===== src/rtl/adc_chip_responder.sv =====
`default_nettype none
// ============================================================================
//  Module      : adc_chip_responder
//  Description : Chip end of the ADC SPI link. Shifts in a 16-bit command
//                while chip select is low, decodes it on the 16th bit and
//                returns a ramp sample or register value on MISO for the
//                following 16 cycles. Flags frame completion and length errors.
//  Revision    : 1.0 - initial release
// ============================================================================
module adc_chip_responder #(
   parameter logic [7:0]  CHIP_ID     = 8'hA5,
   parameter logic [13:0] SAMPLE_INIT = 14'd0,
   parameter int          FRAME_BITS  = 33
) (
   input  logic        i_clk,
   input  logic        i_rst_n,
   input  logic        i_adc_chip_select_n,
   input  logic        i_adc_chip_data,
   output logic        o_adc_chip_data,
   output logic        o_cmd_valid,
   output logic [15:0] o_cmd_data,
   output logic        o_frame_done,
   output logic        o_frame_error
);

   localparam logic [5:0] c_cnt_max       = 6'd63;
   localparam logic [5:0] c_cnt_last_cmd  = 6'd15;
   localparam logic [5:0] c_cnt_last_resp = 6'd30;
   localparam logic [3:0] c_op_convert    = 4'b0001;
   localparam logic [3:0] c_op_write      = 4'b0010;
   localparam logic [3:0] c_op_read       = 4'b0011;

   typedef enum logic [1:0] {
      S_IDLE = 2'd0,
      S_CMD  = 2'd1,
      S_RESP = 2'd2,
      S_DONE = 2'd3
   } state_t;

   state_t      r_state;
   state_t      w_state_next;

   logic        r_armed;
   logic [5:0]  r_bit_cnt;
   logic [14:0] r_cmd_sr;
   logic [15:0] r_resp_sr;
   logic [13:0] r_ramp [0:1];
   logic [7:0]  r_regs [0:15];

   logic        w_active;
   logic        w_decode;
   logic        w_frame_end;
   logic [15:0] w_cmd;
   logic [15:0] w_resp;
   logic        w_ch;
   logic [3:0]  w_addr;
   logic [7:0]  w_reg_rd;
   logic [13:0] w_ramp_next;
   logic        w_ramp_en;
   logic        w_reg_wr;

   // A bit is only counted once the link has seen cs_n high since reset
   assign w_active    = r_armed & ~i_adc_chip_select_n;
   // The edge that captures cmd bit 0 is the decode edge
   assign w_decode    = w_active & (r_bit_cnt == c_cnt_last_cmd);
   assign w_cmd       = {r_cmd_sr, i_adc_chip_data};
   // First high cs_n after a frame that actually started
   assign w_frame_end = i_adc_chip_select_n & ((r_state == S_CMD) | (r_state == S_RESP));

   // State register
   always_ff @(posedge i_clk or negedge i_rst_n) begin
      if (!i_rst_n) begin
         r_state <= S_IDLE;
      end else begin
         r_state <= w_state_next;
      end
   end

   // Next-state: DONE behaves like IDLE so a back-to-back frame keeps its first bit
   always_comb begin
      w_state_next = r_state;
      case (r_state)
         S_IDLE, S_DONE: begin
            w_state_next = w_active ? S_CMD : S_IDLE;
         end
         S_CMD: begin
            if (i_adc_chip_select_n) begin
               w_state_next = S_DONE;
            end else if (r_bit_cnt == c_cnt_last_cmd) begin
               w_state_next = S_RESP;
            end
         end
         S_RESP: begin
            if (i_adc_chip_select_n) begin
               w_state_next = S_DONE;
            end
         end
         default: begin
            w_state_next = S_IDLE;
         end
      endcase
   end

   // Command decode: response word and side effects for the current command
   always_comb begin
      w_ch        = w_cmd[8];
      w_addr      = w_cmd[11:8];
      w_reg_rd    = (w_addr == 4'd0) ? CHIP_ID : r_regs[w_addr];
      w_ramp_next = r_ramp[w_ch] + {10'd0, w_cmd[3:0]} + 14'd1;
      w_resp      = 16'hFFFF;
      w_ramp_en   = 1'b0;
      w_reg_wr    = 1'b0;
      case (w_cmd[15:12])
         c_op_convert: begin
            w_resp    = {2'b00, r_ramp[w_ch]};
            w_ramp_en = 1'b1;
         end
         c_op_write: begin
            w_resp   = {8'h00, w_reg_rd};
            w_reg_wr = (w_addr != 4'd0);
         end
         c_op_read: begin
            w_resp = {8'h00, w_reg_rd};
         end
         default: begin
            w_resp = 16'hFFFF;
         end
      endcase
   end

   // Arming, saturating bit counter and command shift-in
   always_ff @(posedge i_clk or negedge i_rst_n) begin
      if (!i_rst_n) begin
         r_armed   <= 1'b0;
         r_bit_cnt <= 6'd0;
         r_cmd_sr  <= 15'd0;
      end else if (i_adc_chip_select_n) begin
         r_armed   <= 1'b1;
         r_bit_cnt <= 6'd0;
      end else if (r_armed) begin
         if (r_bit_cnt != c_cnt_max) begin
            r_bit_cnt <= r_bit_cnt + 6'd1;
         end
         if (r_bit_cnt <= c_cnt_last_cmd) begin
            r_cmd_sr <= w_cmd[14:0];
         end
      end
   end

   // Command reporting, MISO serialiser and frame status pulses
   always_ff @(posedge i_clk or negedge i_rst_n) begin
      if (!i_rst_n) begin
         o_cmd_valid     <= 1'b0;
         o_cmd_data      <= 16'd0;
         o_adc_chip_data <= 1'b0;
         r_resp_sr       <= 16'd0;
         o_frame_done    <= 1'b0;
         o_frame_error   <= 1'b0;
      end else begin
         o_cmd_valid   <= w_decode;
         o_frame_done  <= w_frame_end;
         o_frame_error <= w_frame_end & ({26'd0, r_bit_cnt} != FRAME_BITS);
         if (w_decode) begin
            o_cmd_data      <= w_cmd;
            o_adc_chip_data <= w_resp[15];
            r_resp_sr       <= {w_resp[14:0], 1'b0};
         end else if (w_active && (r_bit_cnt > c_cnt_last_cmd) &&
                      (r_bit_cnt <= c_cnt_last_resp)) begin
            o_adc_chip_data <= r_resp_sr[15];
            r_resp_sr       <= {r_resp_sr[14:0], 1'b0};
         end else begin
            o_adc_chip_data <= 1'b0;
         end
      end
   end

   // Ramp counters and register file, updated only on a completed decode
   always_ff @(posedge i_clk or negedge i_rst_n) begin
      if (!i_rst_n) begin
         for (int i = 0; i < 2; i++) begin
            r_ramp[i] <= SAMPLE_INIT;
         end
         for (int i = 0; i < 16; i++) begin
            r_regs[i] <= 8'd0;
         end
      end else if (w_decode) begin
         if (w_ramp_en) begin
            r_ramp[w_ch] <= w_ramp_next;
         end
         if (w_reg_wr) begin
            r_regs[w_addr] <= w_cmd[7:0];
         end
      end
   end

endmodule
`default_nettype wire


===== config.mk =====
export PLATFORM = sky130hd
export DESIGN_NAME = adc_chip_responder
export DESIGN_NICKNAME = d
export VERILOG_FILES = /design/src/rtl/adc_chip_responder.sv
export SDC_FILE = /design/constraint.sdc
export NUM_CORES = 1
export LEC_CHECK = 0
export CAP_MARGIN = 20
export CORE_ASPECT_RATIO = 2
export CORE_UTILIZATION = 51
export DETAILED_ROUTE_END_ITERATION = 16
export PLACE_DENSITY_LB_ADDON = 0.05
export SYNTH_ARGS = -nofsm -noshare
export SYNTH_HDL_FRONTEND = slang
export SYNTH_SLANG_ARGS = --single-unit

===== constraint.sdc =====
create_clock -name i_clk -period 3.8 [get_ports i_clk]
set_clock_uncertainty 0.1 [all_clocks]
set_input_delay 0.95 -clock i_clk [delete_from_list [all_inputs] [get_ports i_clk]]
set_output_delay 0.95 -clock i_clk [all_outputs]
set_load 0.05 [all_outputs]

---- Word level (Yosys, flattened, before mapping) ----
Cells that the tools add are included.
operators by class
  shift operators ......................... 0
  multipliers ............................. 0
  div/mod/pow operators ................... 0
  reductions and logical operators ........ 17
  order comparisons ....................... 7
  $add $sub $neg .......................... 3
  mux-type cells .......................... 28
  equality and inequality tests ........... 11
  bitwise gates (word level) .............. 8
operator list
  kind                     number
  $bwmux W128              1
  $mux W14                 4
  $bmux W8 S4              1
  $demux W8 S4             1
  $mux W16                 2
  $mux W8                  4
  $pmux W16 S2             1
  $bwmux W28               1
  $mux W6                  3
  $add A14 B1 Y14 const B  1
  $add A14 B4 Y14          1
  $demux W14 S1            1
  $ne A6 B6 Y1 const B     2
  $eq A4 B2 Y1 const B     2
  $reduce_and A2 Y1        4
  $add A6 B1 Y6 const B    1
  $eq A6 B4 Y1 const B     1
  $gt A6 B4 Y1 const B     1
  $le A6 B4 Y1 const B     1
  $le A6 B5 Y1 const B     1
  $mux W2                  3
  $pmux W2 S3              1
  $reduce_bool A2 Y1       3
  $ge A5 B5 Y1 const B     1
  other kinds (20)         32
storage, ports and cells
  logic and storage cells ................. 102
  register bits after elaboration ......... 216
  RAM bits ................................ 0
  bits in read-only memories .............. 0
  memories kept ........................... 0
  latch bits .............................. 0
  output and inout bits ................... 20
  input port bits ......................... 4

---- Longest topological paths before layout ----
Gate-level depths: netlist (run 1).
  word-level depth ........................ 7
  mapped depth ............................ 13
  depth with buffers taken out ............ 9

---- Worst setup path before layout (run 1) ----
No wires, ideal clock.
  kind .................................... register to register
  start point ............................. reg r_cmd_sr[7]
  end point ............................... reg r_ramp[11] (netlist bit)
  period minus slack after synthesis ...... 3309 ps
  setup slack ............................. 491 ps
  path buffers ............................ 4
  data arrival time ....................... 3130 ps
  cell stages (with the launch flop) ...... 12
  library setup time ...................... 79 ps
  data required time ...................... 3621 ps
  cell sequence ........................... dfrtp_1 clkbuf_1 buf_2 buf_2 buf_2 mux2_2 ha_1 nor2b_1 o31ai_1 a221o_1 nor4_1 xor2_1
between the ends
  cells in the longest elaborated chain, start to end .. 7
  elaborated cells on any way between the ends .. 12
  classes of those cells .................. 2 x add/sub; 2 x order compare; 6 x mux; 1 x bitwise; 1 x reduce/logical
RTL lines
  item                                          line      RTL
  start: declaration                            45        logic [14:0] r_cmd_sr;
  start signal: assignment                      145       r_cmd_sr <= w_cmd[14:0];
  $not A1 Y2 (implied by the code) (*)          109, 188
  $mux W14 (implied by the code) (3 in series)  109       w_ramp_next = r_ramp[w_ch] + {10'd0, w_cmd[3:0]} + 14'd1;
  $add A14 B4 Y14                               109
  $add A14 B1 Y14                               109
  $bwmux W28 (*)                                188       r_ramp[w_ch] <= w_ramp_next;
  end signal: indexed assignment                188
  end: declaration                              47        logic [13:0] r_ramp [0:1];
Every way passes the cells marked *; elsewhere a longest branch is shown, timed or not. The select of a mux whose other input is x is not followed.
A chain may end at the register's enable or synchronous reset.

---- Final worst setup path (run 1) ----
  start point ............................. in i_adc_chip_select_n
  end point ............................... reg r_resp_sr[8]
between the ends
  cells in the longest elaborated chain, start to end .. 5
  elaborated cells on any way between the ends .. 7
  classes of those cells .................. 1 x mux; 3 x bitwise; 3 x reduce/logical
RTL lines
  item                                 line  RTL
  start: declaration                   17    input logic i_adc_chip_select_n,
  $not A1 Y1 (no source line) (*)      -
  $and A1 B1 Y1 (*)                    63    assign w_active = r_armed & ~i_adc_chip_select_n;
  $logic_and A1 B1 Y1 (2 in series)    167   end else if (w_active && (r_bit_cnt > c_cnt_last_cmd) &&
  $reduce_bool A2 Y1 (no source line)  -
  end signal: assignment               166   r_resp_sr <= {w_resp[14:0], 1'b0};
  end signal: assignment               170   r_resp_sr <= {r_resp_sr[14:0], 1'b0};
  end: declaration                     46    logic [15:0] r_resp_sr;
Every way passes the cells marked *; elsewhere a longest branch is shown, timed or not.

==> qor.txt, run 1 <==
Highest achievable clock rate: 0.296 GHz
Cell area after synthesis: 0.00985 mm^2
Number of CTS-inserted buffers: 20
Share of synthesized registers carrying an async set or reset: 100%
RD Place Congestion: 0.821
Synth-to-layout area growth: 13.5%
Type of the setup path with the least slack: primary input to flop
Post-route standard cell area excluding fillers: 0.0112 mm^2
Wire length after detailed routing: 23600 um
Net count after synthesis: 850
Register area: 0.00528 mm^2
Synthesized instance count: 836
Resize count post-CTS: 0
Hold Path Depth: 0
Share of layout cells above drive strength 1: 26.9%
Number of antenna violations at the first check in global routing: 0
Number of warnings reported in the yosys synthesis log: 0
Type of origin of the critical path: primary input
Setup-failing EPs final: 0
Arrival time at the worst endpoint: 3.60 ns
TritonCTS Sinks: 211
Layout fillers: 1589
Global-route wire length before repair: 38000 um
Final Max Tran Viols: 0
Number of violations reported at the end of detailed-routing iteration 0: 309
Top FF cell, synth: sky130_fd_sc_hd__dfrtp_1
Buffers from clock root to sink, at most: 3
Clock transition at the registers of the reported paths: 0.06 ns
Post-detailed-route wirelength per cell: 20.7 um
CP Max Fanout: 13
Normalized max-slew margin: 40.1%
Cell area after placement: 0.0105 mm^2
Area occupied by multi-input gates: 0.00433 mm^2
Static power due to leakage: 0.00535 uW
Vias in the first global route: 6929
PD cells: 440 mW/mm^2
Height of the die: 199 um
Pin count of the biggest net entering global routing: 90
Remaining global-route overflow: 0
PnR Total Power: 4920 uW
DR DRC count: 0
Clock tree from TritonCTS: yes
Mean instance size in the synthesized netlist: 11.8 um^2
RSZ-0062 raised after global routing: no
Kind of capture point of the worst setup path: flop
Horizontal die dimension: 100 um
Summed negative setup slack over all endpoints: 0 ns
Count of different cell masters after synthesis: 57
Type of the worst min-delay path: flop to flop
Number of hold buffers added after CTS: 0
Measured slew at the worst slew-check pin: 0.876 ns
Die Outline Area: 0.0199 mm^2
Vias after detailed routing: 6519
Initial Util: 52.3%
Share of Yosys cell area claimed by the top area cell type: 53.6%
Path depth of the worst reg2reg path: 6
Time the worst path needs with I/O delays and setup: 3.38 ns
Placement row count: 71
Post-synthesis sequential area ratio: 53.6%
Number of top-level pins: 24
Number of enable flip-flop cells after synthesis: 0
Number of detailed-routing iterations run before antenna repair: 5
Number of hold-slack violations in the final timing report: 0
Antenna diode count: 0
Tot GR Track Use: 24.9%
Net total in the final layout: 882
# port buffers: 23
Worst Hold Slack: 0.277 ns
# H-tree levels: 1
Max IR drop VDD: 0.333 mV
Number of post-CTS setup repair buffers: 0
Total core area: 0.0188 mm^2
Final period utilization: 88.9%
Post-detailed-route count of antenna-violating nets: 0
Reported max-cap violation count: 0
Dominant cell type by area after synthesis: sky130_fd_sc_hd__dfrtp_1
CTS Root Cell: sky130_fd_sc_hd__clkbuf_16
Number of storage elements in the synthesis netlist: 211
Total half-perimeter wirelength after legalization and detailed placement: 16500 um
Data required time of the worst path: 4.02 ns
Biggest area contributors in the synthesized netlist: sky130_fd_sc_hd__dfrtp_1 (54%), sky130_fd_sc_hd__mux2_2 (16%), sky130_fd_sc_hd__nand2_1 (5.4%)
Clock latency reported for the late side of the worst-skew pair: 0.49 ns
Run status: complete, no violations
Vias per cell: 5.73
-- metrics by stage --
stage / utilization, % / worst slack [ns] / std cells
final: 59.4 / 0.422 / 1137
after global routing: 59.4 / 0.136 / 1137
after CTS: 59.2 / 0.456 / 1136
after detailed placement: 55.8 / -0.0326 / 1100
after global placement: 55.8 / 0.0878 / 1100
after floorplan: - / 0.491 / 836
-- cells in the mapped netlist (all sizes together) (10+ instances only) --
cell	instances
a21oi	26
dfrtp	211
xnor2	10
mux2i	31
nand2	141
nor2	33
mux2	139
clkbuf	38
buf	15
mux4	14
o21ai	23
nand3	15
xor2	14
a22oi	14
-- worst paths after layout --
| kind | endpoint | start | slack [ns] |
|---|---|---|---|
| worst max-delay path | r_resp_sr[8] | i_adc_chip_select_n | 0.42 |
| worst min-delay path | r_regs[126] | r_regs[126] | 0.28 |
| worst max register to register | r_resp_sr[8] | r_cmd_sr[7] | 0.63 |
| worst min register to register | r_regs[126] | r_regs[126] | 0.28 |
| max in group asynchronous | r_cmd_sr[8] | i_rst_n | 2.32 |
| min in group asynchronous | r_ramp[1] | i_rst_n | 0.41 |
-- cells in the final DEF (no fill, tap or decap), types with 6 or more instances in the layout --
cell,instances
sky130_fd_sc_hd__buf_4,38
sky130_fd_sc_hd__xor2_1,14
sky130_fd_sc_hd__nor3_1,7
sky130_fd_sc_hd__clkbuf_16,21
sky130_fd_sc_hd__ha_1,9
sky130_fd_sc_hd__nor2b_1,9
sky130_fd_sc_hd__a21oi_1,26
sky130_fd_sc_hd__mux2i_1,31
sky130_fd_sc_hd__clkdlybuf4s50_1,22
sky130_fd_sc_hd__clkbuf_1,6
sky130_fd_sc_hd__nand2_1,141
sky130_fd_sc_hd__nor2_2,6
sky130_fd_sc_hd__and3_1,8
sky130_fd_sc_hd__o21ai_0,23
sky130_fd_sc_hd__nor2_1,27
sky130_fd_sc_hd__a22oi_1,14
sky130_fd_sc_hd__clkbuf_8,7
sky130_fd_sc_hd__mux2_2,137
sky130_fd_sc_hd__dfrtp_1,209
sky130_fd_sc_hd__nand3_1,15
sky130_fd_sc_hd__a31oi_1,7
sky130_fd_sc_hd__xnor2_1,10
sky130_fd_sc_hd__mux4_2,14
sky130_fd_sc_hd__nand2b_1,6
sky130_fd_sc_hd__inv_1,9
-- state kept, by name, summed over array words and instances, names as in the netlist --
| signal | flops |
|---|---|
| o_frame_done | 1 |
| r_ramp | 28 |
| r_state | 2 |
| r_armed | 1 |
| o_adc_chip_data | 1 |
| r_cmd_sr | 15 |
| o_cmd_data | 16 |
| o_frame_error | 1 |
| r_regs | 124 |
| r_resp_sr | 15 |
| r_bit_cnt | 6 |
| o_cmd_valid | 1 |
-- routing by layer --
metal  global-route usage (%)  vias up  share of wire [%]
met5                        0        -                  0
met2                     45.7      132                 54
li1                         -     3001                  -
met4                     10.0        0                4.0
met1                     29.2     3332                 39
met3                     2.85       54                3.0
-- report_power, final --
group / internal [uW] / total [uW] / switching [uW]
clock network: 1130 / 1960 / 830
registers: 2290 / 2420 / 128
logic: 197 / 533 / 336
total: 3620 / 4920 / 1290
-- cell families after synthesis --
logic type | share of synthesized area, %
xor gates and xnor gates | 2.13
buffers and inverters | 2.46
muxes | 22.2
and+or+nand+nor | 11.6
DFF | 53.6
adders and majority gates | 1.35
AOI/OAI and AO/OA | 6.61
-- critical path, cell delays in order --
cell                              delay, ns
sky130_fd_sc_hd__clkdlybuf4s50_1       0.42
sky130_fd_sc_hd__buf_4                 0.20
sky130_fd_sc_hd__nor4b_2               0.32
sky130_fd_sc_hd__nand2_1               0.21
sky130_fd_sc_hd__inv_1                 0.25
sky130_fd_sc_hd__nand3_1               0.17
sky130_fd_sc_hd__a2111oi_0             0.79
sky130_fd_sc_hd__buf_4                 0.23
sky130_fd_sc_hd__a311oi_1              0.05
-- layout make-up --
type                            instances  area share, %
Timing Repair Buffer                   63           5.07
Clock buffer                           33           5.64
Inverter                                9          0.302
Multi-Input combinational cell        563           38.7
Sequential cell                       211           47.3
Tap cell                              255           2.85
Clock inverter                          3          0.134
No activity file was read; power rests on OpenSTA's default activity.
==> run 2: changes to the inputs <==
- CORE_ASPECT_RATIO: 2 -> 1.1
==> qor.txt, run 2 (synthesis gave the netlist of run 1 again) <==
Number of violations reported at the end of detailed-routing iteration 0: 340 (+10%)
Antenna diode count: 0 (unchanged)
Final period utilization: 92.9% (+4.0 points)
Net load switching power: 1360 uW (+5.2%)
Cell type with the highest occurrence count on the critical path: sky130_fd_sc_hd__buf_4
Wire length after detailed routing: 22800 um (-3.4%)
# port buffers: 23 (unchanged)
Arrival time at the worst endpoint: 3.80 ns (+0.20 ns)
Static power due to leakage: 0.00543 uW (+1.4%)
Total core area: 0.0187 mm^2 (-0.85%)
Worst-case setup slack after placement: -0.224 ns (-0.191 ns)
Measured slew at the worst slew-check pin: 1.00 ns (+0.128 ns)
RD Place Congestion: 0.851 (+3.7%)
DR DRC count: 0 (unchanged)
CTS Root Cell: sky130_fd_sc_hd__clkbuf_16
Net total in the final layout: 886 (+0.45%)
Cell with the biggest individual delay on the critical path: sky130_fd_sc_hd__a2111oi_0
Highest achievable clock rate: 0.283 GHz (-4.3%)
TritonCTS Sinks: 211 (unchanged)
Tot GR Track Use: 24.2% (-0.70 points)
Max IR drop VDD: 0.360 mV (+8.2%)
Type of the setup path with the least slack: primary input to flop
Placement row count: 52 (-27%)
Top register by number of flip-flops: r_regs
Largest registers: r_regs x124, r_ramp x28, o_cmd_data x16
Flop pwr share: 45.8% (-3.5 points)
Clock power share: 43.9% (+4.0 points)
# H-tree levels: 1 (unchanged)
Combinational power share: 10.2% (-0.6 points)
Final Max Tran Viols: 0 (unchanged)
Layout fillers: 1518 (-4.5%)
Most frequent cells in the layout: sky130_fd_sc_hd__dfrtp_1 (209), sky130_fd_sc_hd__nand2_1 (141), sky130_fd_sc_hd__mux2_2 (137)
Switching portion of total power: 25.9% (-0.42 points)
Number of hold-slack violations in the final timing report: 0 (unchanged)
Vias in the first global route: 6881 (-0.69%)
Clock transition at the registers of the reported paths: 0.06 ns (about the same)
Post-detailed-route wirelength per cell: 20.1 um (-2.8%)
Inst Count DP: 1089 (-1.0%)
Clock tree from TritonCTS: yes
Number of detailed-routing iterations run before antenna repair: 4 (-1)
Setup-failing EPs final: 0 (unchanged)
Cell area after placement: 0.0105 mm^2 (+0.29%)
Run status: complete, no violations
Post-detailed-route count of antenna-violating nets: 0 (unchanged)
Pin count of the biggest net entering global routing: 75 (-17%)
Horizontal die dimension: 134 um (+34%)
Kind of capture point of the worst setup path: flop
Min setup slack post-route: 0.270 ns (-0.153 ns)
Category of cells accounting for the largest share of critical-path delay: buffers and inverters
PnR Total Power: 5260 uW (+6.9%)
Type of origin of the critical path: primary input
Layout Utilization: 60.7% (+1.3 points)
Share of layout cells above drive strength 1: 27.5% (+0.61 points)
RSZ-0062 raised after global routing: no
Resize count post-CTS: 0 (unchanged)
Remaining global-route overflow: 0 (unchanged)
Ordered list of cells on the worst path: clkdlybuf4s50_1 > buf_4 > nor4b_2 > nand2_1 > inv_1 > nand3_1 > a2111oi_0 > buf_4 > a311oi_1
Vias after detailed routing: 6508 (-0.17%)
Post-route standard cell area excluding fillers: 0.0113 mm^2 (+1.3%)
P_int: 3890 uW (+7.5%)
Initial Util: 52.7% (+0.45 points)
CP Max Fanout: 13 (unchanged)
Vias per cell: 5.75 (+0.36%)
Buffers from clock root to sink, at most: 3 (unchanged)
Clock latency reported for the late side of the worst-skew pair: 0.51 ns (+0.02 ns)
Delay of the slowest cell on the worst path: 0.89 ns (+0.10 ns)
Die Outline Area: 0.0199 mm^2 (-0.17%)
Normalized max-slew margin: 31.4% (-8.7 points)
Number of post-CTS setup repair buffers: 0 (unchanged)
Worst Path Buf+Inv: 4 (unchanged)
Flip-flop count of the largest register after layout: 124 (unchanged)
Final std cells w/o fill: 1131 (-0.53%)
Reported max-cap violation count: 0 (unchanged)
Number of hold buffers added after CTS: 0 (unchanged)
Data required time of the worst path: 4.07 ns (+0.05 ns)
Number of CTS-inserted buffers: 24 (+20%)
Synth-to-layout area growth: 15.0%
PD cells: 464 mW/mm^2 (+5.5%)
Type of the worst min-delay path: flop to flop
Number of antenna violations at the first check in global routing: 0 (unchanged)
Total half-perimeter wirelength after legalization and detailed placement: 15400 um (-6.5%)
Number of top-level pins: 24 (unchanged)
Leading cell type in the layout, fill and taps excluded: sky130_fd_sc_hd__dfrtp_1
Height of the die: 148 um (-26%)
Global-route wire length before repair: 37400 um (-1.6%)
Time the worst path needs with I/O delays and setup: 3.53 ns (+0.153 ns)
[run 2: changes by cell type in the layout (fill, tap and decap cells not counted), sizes merged]
cell,delta
bufinv,+2
clkbuf,+1
clkinv,+2
clkinvlp,+1
[run 2: worst register-to-register path, stage by stage, from the launching register on]
cell and delay (ns):
sky130_fd_sc_hd__dfrtp_2 0.49, sky130_fd_sc_hd__buf_4 0.39, sky130_fd_sc_hd__mux4_2 0.61, sky130_fd_sc_hd__mux2_2 0.27, sky130_fd_sc_hd__a2111oi_0 0.90, sky130_fd_sc_hd__buf_4 0.23
sky130_fd_sc_hd__a311oi_1 0.04
[run 2: layout make-up]
type	count	area (um^2)	share of cell area, %
Inverter	9	33.8	0.298
Clock buffer	34	699	6.17
Sequential cell	211	5280	46.6
Tap cell	243	304	2.68
Clock inverter	8	92.6	0.817
Multi-Input combinational cell	563	4330	38.2
Timing Repair Buffer	63	584	5.16
[run 2: metal layers]
metal / vias up / GRT usage, % / routed length, um
li1: 3025 / - / -
met1: 3330 / 33.0 / 10200
met2: 111 / 40.6 / 11200
met3: 42 / 3.22 / 847
met4: 0 / 6.91 / 519
met5: - / 0 / 0
[run 2: path summary, 6_finish.rpt]
| path | depth (start not counted) | startpoint | slack [ns] | to |
|---|---|---|---|---|
| max | 9 | i_adc_chip_select_n | 0.27 | r_resp_sr[8] |
| min | 0 | r_regs[123] | 0.27 | r_regs[123] |
| max reg2reg | 6 | r_cmd_sr[7] | 0.63 | r_resp_sr[8] |
| min reg2reg | 0 | r_regs[123] | 0.27 | r_regs[123] |
| max in group asynchronous | 2 | i_rst_n | 2.45 | r_regs[100] |
| min in group asynchronous | 1 | i_rst_n | 0.34 | r_bit_cnt[0] |
[run 2: metrics by stage]
stage | setup TNS [ns] | hold WS [ns]
final | 0 | 0.274
after global routing | 0 | 0.282
after CTS | 0 | 0.278
after detailed placement | -0.234 | 0.265
after global placement | -0.181 | 0.261
after floorplan | 0 | 0.325
[run 2: power groups by stage]
stage          sequential [uW]  combinational, uW  clock, uW
5_1_grt                   2420                591       2450
2_1_floorplan             2400                353          0
4_1_cts                   2410                542       2360
6_report                  2410                538       2310
3_3_place_gp              2440                528          0
3_5_place_dp              2450                541          0
